===== src/rtl/qfmt_pkg.sv =====
// Shared Q-format definitions for the divide path: default word geometry,
// divider FSM states and derived sizes.
package qfmt_pkg;
  localparam int QFMT_Q = 15;
  localparam int QFMT_N = 32;
  localparam int MAG_W  = QFMT_N - 1;
  localparam int ITER   = QFMT_N + QFMT_Q - 1;
  localparam int CNT_W  = $clog2(ITER + 1);
  localparam logic [MAG_W-1:0] SAT_MAG = {MAG_W{1'b1}};

  typedef enum logic [1:0] {
    IDLE = 2'd0,
    RUN  = 2'd1,
    DONE = 2'd2
  } state_t;
endpackage


===== src/rtl/qdiv_seq_if.sv =====
// Operand/result bundle between a divide requester and qdiv_seq.
interface qdiv_seq_if #(
  parameter int N = qfmt_pkg::QFMT_N
);
  logic         i_start;
  logic [N-1:0] i_dividend;
  logic [N-1:0] i_divisor;
  logic [N-1:0] o_quotient;
  logic         o_busy;
  logic         o_complete;
  logic         o_overflow;

  modport master (
    output i_start, i_dividend, i_divisor,
    input  o_quotient, o_busy, o_complete, o_overflow
  );
  modport slave (
    input  i_start, i_dividend, i_divisor,
    output o_quotient, o_busy, o_complete, o_overflow
  );
endinterface


===== src/rtl/qdiv_step.sv =====
// One restoring divide step: shift in a dividend bit, subtract the divisor
// by two's-complement add, keep the difference only when it stays non-negative.
module qdiv_step
  import qfmt_pkg::*;
#(
  parameter int N = QFMT_N
) (
  input  logic [N-1:0] i_rem,
  input  logic         i_bit,
  input  logic [N-2:0] i_div,
  output logic [N-1:0] o_rem,
  output logic         o_qbit
);
  logic [N-1:0] w_shift;
  logic [N-1:0] w_neg;
  logic [N-1:0] w_trial;
  // The held remainder is always below the divisor, so its MSB never matters.
  logic         w_unused_msb;

  assign w_unused_msb = i_rem[N-1];
  assign w_shift = {i_rem[N-2:0], i_bit};
  assign w_neg   = ~{1'b0, i_div} + {{(N-1){1'b0}}, 1'b1};
  assign w_trial = w_shift + w_neg;
  assign o_qbit  = ~w_trial[N-1];
  assign o_rem   = o_qbit ? w_trial : w_shift;
endmodule


===== src/rtl/qdiv_seq.sv =====
// Sequential signed-magnitude Q-format divider: one quotient bit per clock,
// saturating on magnitude overflow and divide-by-zero.
module qdiv_seq
  import qfmt_pkg::*;
#(
  parameter int Q = QFMT_Q,
  parameter int N = QFMT_N
) (
  input  logic       i_clk,
  input  logic       i_rst_n,
  qdiv_seq_if.slave  bus
);
  localparam int MW   = N - 1;
  localparam int DW   = N - 1 + Q;
  localparam int LAST = N + Q - 1;
  localparam int CW   = $clog2(LAST + 1);

  state_t          r_state;
  logic [CW-1:0]   r_cnt;
  logic [DW-1:0]   r_dvd;
  logic [DW-1:0]   r_quo;
  logic [MW-1:0]   r_dvs;
  logic [N-1:0]    r_rem;
  logic            r_sign;
  logic [N-1:0]    r_quotient;
  logic            r_busy;
  logic            r_complete;
  logic            r_overflow;

  logic [N-1:0]    w_rem_nxt;
  logic            w_qbit;
  logic            w_ov;
  logic [MW-1:0]   w_mag;
  logic [N-1:0]    w_result;

  qdiv_step #(.N(N)) u_step (
    .i_rem  (r_rem),
    .i_bit  (r_dvd[DW-1]),
    .i_div  (r_dvs),
    .o_rem  (w_rem_nxt),
    .o_qbit (w_qbit)
  );

  // Zero divisor leaves garbage in r_quo; it is masked by saturation here.
  assign w_ov     = (|r_quo[DW-1:MW]) | ~(|r_dvs);
  assign w_mag    = w_ov ? {MW{1'b1}} : r_quo[MW-1:0];
  assign w_result = {r_sign & (|w_mag), w_mag};

  always_ff @(posedge i_clk) begin
    if (!i_rst_n) begin
      r_state    <= IDLE;
      r_cnt      <= '0;
      r_dvd      <= '0;
      r_quo      <= '0;
      r_dvs      <= '0;
      r_rem      <= '0;
      r_sign     <= 1'b0;
      r_quotient <= '0;
      r_busy     <= 1'b0;
      r_complete <= 1'b0;
      r_overflow <= 1'b0;
    end else begin
      case (r_state)
        IDLE, DONE: begin
          r_complete <= 1'b0;
          if (bus.i_start) begin
            r_state <= RUN;
            r_busy  <= 1'b1;
            r_dvd   <= {bus.i_dividend[N-2:0], {Q{1'b0}}};
            r_dvs   <= bus.i_divisor[N-2:0];
            r_sign  <= bus.i_dividend[N-1] ^ bus.i_divisor[N-1];
            r_rem   <= '0;
            r_quo   <= '0;
            r_cnt   <= '0;
          end else begin
            r_state <= IDLE;
          end
        end
        RUN: begin
          if (r_cnt == CW'(LAST)) begin
            r_state    <= DONE;
            r_busy     <= 1'b0;
            r_complete <= 1'b1;
            r_quotient <= w_result;
            r_overflow <= w_ov;
          end else begin
            r_rem <= w_rem_nxt;
            r_dvd <= r_dvd << 1;
            r_quo <= {r_quo[DW-2:0], w_qbit};
            r_cnt <= r_cnt + CW'(1);
          end
        end
        default: r_state <= IDLE;
      endcase
    end
  end

  assign bus.o_quotient = r_quotient;
  assign bus.o_busy     = r_busy;
  assign bus.o_complete = r_complete;
  assign bus.o_overflow = r_overflow;
endmodule


===== src/flat_wrapper.sv =====
// flat-port wrapper written by rule: the top's interface ports become plain ports
module qdiv_seq_flat import qfmt_pkg::*;
#(
  parameter int Q = QFMT_Q,
  parameter int N = QFMT_N
)
  (i_clk, i_rst_n, bus_i_start, bus_i_dividend, bus_i_divisor, bus_o_quotient, bus_o_busy, bus_o_complete, bus_o_overflow);
  qdiv_seq_if #(.N(N)) bus_i ();
  input  logic i_clk;
  input  logic i_rst_n;
  input wire logic [$bits(bus_i.i_start)-1:0] bus_i_start;
  input wire logic [$bits(bus_i.i_dividend)-1:0] bus_i_dividend;
  input wire logic [$bits(bus_i.i_divisor)-1:0] bus_i_divisor;
  output wire logic [$bits(bus_i.o_quotient)-1:0] bus_o_quotient;
  output wire logic [$bits(bus_i.o_busy)-1:0] bus_o_busy;
  output wire logic [$bits(bus_i.o_complete)-1:0] bus_o_complete;
  output wire logic [$bits(bus_i.o_overflow)-1:0] bus_o_overflow;
  assign bus_i.i_start = bus_i_start;
  assign bus_i.i_dividend = bus_i_dividend;
  assign bus_i.i_divisor = bus_i_divisor;
  assign bus_o_quotient = bus_i.o_quotient;
  assign bus_o_busy = bus_i.o_busy;
  assign bus_o_complete = bus_i.o_complete;
  assign bus_o_overflow = bus_i.o_overflow;
  qdiv_seq #(.Q(Q), .N(N)) u_core (.i_clk(i_clk), .i_rst_n(i_rst_n), .bus(bus_i));
endmodule

===== config.mk =====
export PLATFORM = sky130hd
export DESIGN_NAME = qdiv_seq_flat
export DESIGN_NICKNAME = d
export VERILOG_FILES = /design/src/rtl/qfmt_pkg.sv /design/src/rtl/qdiv_seq_if.sv /design/src/rtl/qdiv_step.sv /design/src/rtl/qdiv_seq.sv /design/src/flat_wrapper.sv
export SDC_FILE = /design/constraint.sdc
export NUM_CORES = 1
export LEC_CHECK = 0
export CAP_MARGIN = 20
export CORE_MARGIN = 1
export CORE_UTILIZATION = 51
export DETAILED_ROUTE_END_ITERATION = 8
export MAX_ROUTING_LAYER = met4
export PLACE_DENSITY = 0.76
export REMOVE_ABC_BUFFERS = 1
export SKIP_LAST_GASP = 1
export SLEW_MARGIN = 20
export SYNTH_ARGS = -nofsm -noshare
export SYNTH_HDL_FRONTEND = slang
export SYNTH_SLANG_ARGS = --single-unit

===== constraint.sdc =====
create_clock -name i_clk -period 3.1 [get_ports i_clk]
set_input_delay 0.465 -clock i_clk [delete_from_list [all_inputs] [get_ports i_clk]]
set_output_delay 0.465 -clock i_clk [all_outputs]
set_load 0.005 [all_outputs]

==> flow_summary.toml <==
[status]
run_status = "complete, no violations"

[min_path]
worstHoldPathType = "flip-flop to flip-flop"
whs_path_depth = 2

[timing]
drv_slew = 0
clock-skew-final_ns = 0.01351
layout_min_cycle_time_ns = 3.012
setup_repair_after_global_routing_missed_its_margin = "yes"
max-slew-margin-rel_pct = 49.16
period_share_pct = 97.17
tightest_slew_ns = 0.7556
finalHoldViolations = 0
achievable-frequency_ghz = 0.3320
setup_violations = 0

[synthesis]
syn-instance-count = 1122
ys_seq_elements = 183
yosys_most_used_dff = "sky130_fd_sc_hd__dfxtp_1"
yosys_warnings = 0
postSynth.asyncResetShare_pct = 0
synth_edf_count = 0
post_syn_area_sq_um = 9303
synth_sequential_area_ratio_pct = 39.38
synth_top_area_share_pct = 39.38
synth.area.top_cells = "sky130_fd_sc_hd__dfxtp_1 (39%), sky130_fd_sc_hd__nand2_1 (8.2%), sky130_fd_sc_hd__a21boi_0 (6.4%)"
yosysTopAreaCell = "sky130_fd_sc_hd__dfxtp_1"
ys_types = 61
synth.avg_cell_area_sq_um = 8.291

[clock_network]
clock_tree.htree_level_count = 4
cts.reportedPaths.clkPinSlew_ns = 0.07
cts.hold.buffers_added = 0
tritoncts_num_sinks = 183
cts_buffers = 17
clk_latency_ns = 0.44
cts.path.max_buffers = 2
clock_tree_from_tritoncts = "done"
cts.root.buffer_cell = "sky130_fd_sc_hd__clkbuf_16"

[setup_path]
critical-path-slowest-cell = "sky130_fd_sc_hd__o311a_4"
timing.critical_path.to = "u_core.r_rem[3]$_SDFFE_PN0P_"
r2r-start = "u_core.r_dvs[2]$_SDFFE_PN0P_"
crit_arrival_ns = 3.33
worst-path-stages = 12
reg2regPathDepth = 12
critPathLaunch = "u_core.r_dvs[2]$_SDFFE_PN0P_"
r2r-end = "u_core.r_rem[3]$_SDFFE_PN0P_"
critPathKind = "flip-flop to flip-flop"
cp-end-kind = "flip-flop"
critical_path_required_ns = 3.42
crit_chain = "inv_1 -> ha_4 -> o211ai_1 -> a21o_1 -> a211o_1 -> o311a_4 -> o31ai_4 -> xor2_4 -> buf_12 -> clkbuf_16 -> mux2i_1 -> o21ai_1"
crit_fanout = 6
crit_path_start_kind = "flip-flop"
cp_num_buf_inv = 3
worst_path_largest_cell_delay_ns = 0.42
critical_path.top_delay_family = "compound AO/OA/AOI/OAI gates"
worst_setup_slack_for_register_to_register_paths_ns = 0.09

[placement]
routabilityCongestion = 0.9120
buffer_ports.inserted = 101
detailed_place.area_sq_um = 10470
detailedPlacementHpwl_um = 14370
place_inst = 1395

[pwr]
ir_worst_vdd_mv = 0.7526
power.static_leakage_uw = 0.004589
p_per_area_nw_per_um2 = 878.1
totalPowerFinal_uw = 9874

[cells_and_area]
share_of_post_route_cells_with_drive_strength_above_1_pct = 6.578
antennaDiodeCount = 0
area.growth.synth_to_final_pct = 20.87
final_cell_area_sq_um = 11240
stdcell_count = 1430
final_nets = 1289
mostFrequentLayoutCells = "sky130_fd_sc_hd__nand2_1 (202), sky130_fd_sc_hd__dfxtp_1 (182), sky130_fd_sc_hd__clkdlybuf4s50_1 (100), sky130_fd_sc_hd__a21boi_0 (79), sky130_fd_sc_hd__nor2_1 (57)"
num-fill-cells = 1581
layout.cells.most_common = "sky130_fd_sc_hd__nand2_1"

[route]
drt-wirelength-per-cell_um = 15.22
drc = 0
dr.pass1.iters = 5
routed_wirelength_um = 21760
via_per_inst = 5.678
drt_iter0_markers = 387
via_count = 8120
antenna_violating_nets_post_route = 0

[floorplan]
chip_width_um = 137.1
core-area_sq_um = 17900
die_footprint_sq_um = 18780
ios = 102
floorplan.initialDensity_pct = 51.96
die_height_um = 137.1
num_rows = 49

[flow_run]
cap_viol_max_count = 0

[global_route]
antenna_found_initial = 0
grt_pass1_wl_um = 35940
first_global_vias = 7623
grt.total_usage_pct = 24.59
globalRouteOverflowTotal = 0
grt_start_max_net_pins = 64
-- sequential cells by signal, summed over array words and instances, names as in the netlist --
register               cells
u_core.r_sign              1
u_core.r_cnt               6
u_core.r_rem              31
u_core.r_quo              46
u_core.bus.o_quotient     32
u_core.r_state             2
u_core.bus.o_busy          1
u_core.bus.o_complete      1
u_core.r_dvs              31
u_core.bus.o_overflow      1
u_core.r_dvd              31
-- per-stage QoR --
stage | setup slack (ns) | hold WS, ns | utilization (%) | setup TNS, ns
6_report | 0.08760 | 0.4725 | 62.81 | 0
5_1_grt | -0.02722 | 0.4859 | 62.81 | -0.2149
4_1_cts | 0.04576 | 0.4726 | 62.10 | 0
3_5_place_dp | 0.05056 | 0.4625 | 58.48 | 0
3_3_place_gp | 0.1661 | 0.4530 | 58.48 | 0
2_1_floorplan | -1.508 | 0.4451 | - | -85.79
-- cells in the mapped netlist, drive strengths merged (4+ instances only) --
master / number
nand2: 203
dfxtp: 183
a21boi: 79
o21ai: 71
clkbuf: 67
nor2: 58
mux2i: 57
nand3: 54
inv: 37
a21oi: 36
ha: 33
nor3: 33
o211a: 33
nor4: 18
xor2: 16
buf: 13
nand4: 12
xnor2: 12
nand2b: 10
o211ai: 9
a21o: 8
nor2b: 8
and2: 7
a211oi: 6
o31ai: 6
nor3b: 5
and3: 4
o21a: 4
-- cell type report --
cell class,instances,area (sq um),share of cell area [%]
well taps,229,286.5,2.548
clock inverters,14,207.7,1.847
multi-input cells,821,5211,46.34
inverters,37,138.9,1.235
repair buffers,128,1296,11.53
flip-flops and latches,183,3665,32.59
clock buffers,18,439.2,3.906
-- repair_timing --
| item | 4_1_cts | 5_1_grt |
|---|---|---|
| buffers inserted | 0 | 1 |
| gates resized for setup | 0 | 12 |
| setup endpoints to repair | 0 | 29 |
-- per-layer routing --
layer / routed length [um] / vias to the layer above / track usage, % / share of wire, %
met2: 10520 / 179 / 40.94 / 48
met5: 0 / - / - / 0
met3: 847 / 32 / 4.037 / 3.9
met1: 9994 / 3846 / 30.23 / 46
met4: 399 / 0 / 7.937 / 1.8
li1: - / 4063 / - / -
-- worst register-to-register path, delay by kind of cell (launching register included) --
kind | cells | cell delay (ns)
AOI/OAI and AO/OA | 6 | 1.45
xor gates and xnor gates | 1 | 0.20
adders and majority gates | 1 | 0.29
buffers and inverters | 3 | 0.39
DFF | 1 | 0.36
muxes | 1 | 0.20
-- logic make-up (layout without fill, tap and decap cells) --
family / Yosys count / after routing / synth area share (%)
buffers and inverters: 118 / 197 / 5.353
and+or+nand+nor: 424 / 424 / 20.66
DFF: 183 / 183 / 39.38
adders and majority gates: 34 / 34 / 4.654
AOI/OAI and AO/OA: 278 / 278 / 20.98
muxes: 57 / 57 / 6.133
xor gates and xnor gates: 28 / 28 / 2.838
-- how the worst min path moves through the flow --
stage / startpoint / to / slack, ns
detailed placement: u_core.r_rem[12]$_SDFFE_PN0P_ / u_core.r_rem[12]$_SDFFE_PN0P_ / 0.46
global placement: u_core.bus.o_complete$_SDFFE_PN0P_ / u_core.bus.o_complete$_SDFFE_PN0P_ / 0.45
finish: u_core.r_rem[13]$_SDFFE_PN0P_ / u_core.r_rem[13]$_SDFFE_PN0P_ / 0.47
global route: u_core.r_rem[12]$_SDFFE_PN0P_ / u_core.r_rem[12]$_SDFFE_PN0P_ / 0.49
CTS: u_core.r_rem[12]$_SDFFE_PN0P_ / u_core.r_rem[12]$_SDFFE_PN0P_ / 0.47
floorplan: u_core.r_rem[10]$_SDFFE_PN0P_ / u_core.r_rem[10]$_SDFFE_PN0P_ / 0.45
-- where the power goes --
part	internal (uW)	switching, uW
Clock	1270	1060
Combinational	2300	2530
Sequential	2550	163
Total	6120	3750
No activity file was read; power rests on OpenSTA's default activity.
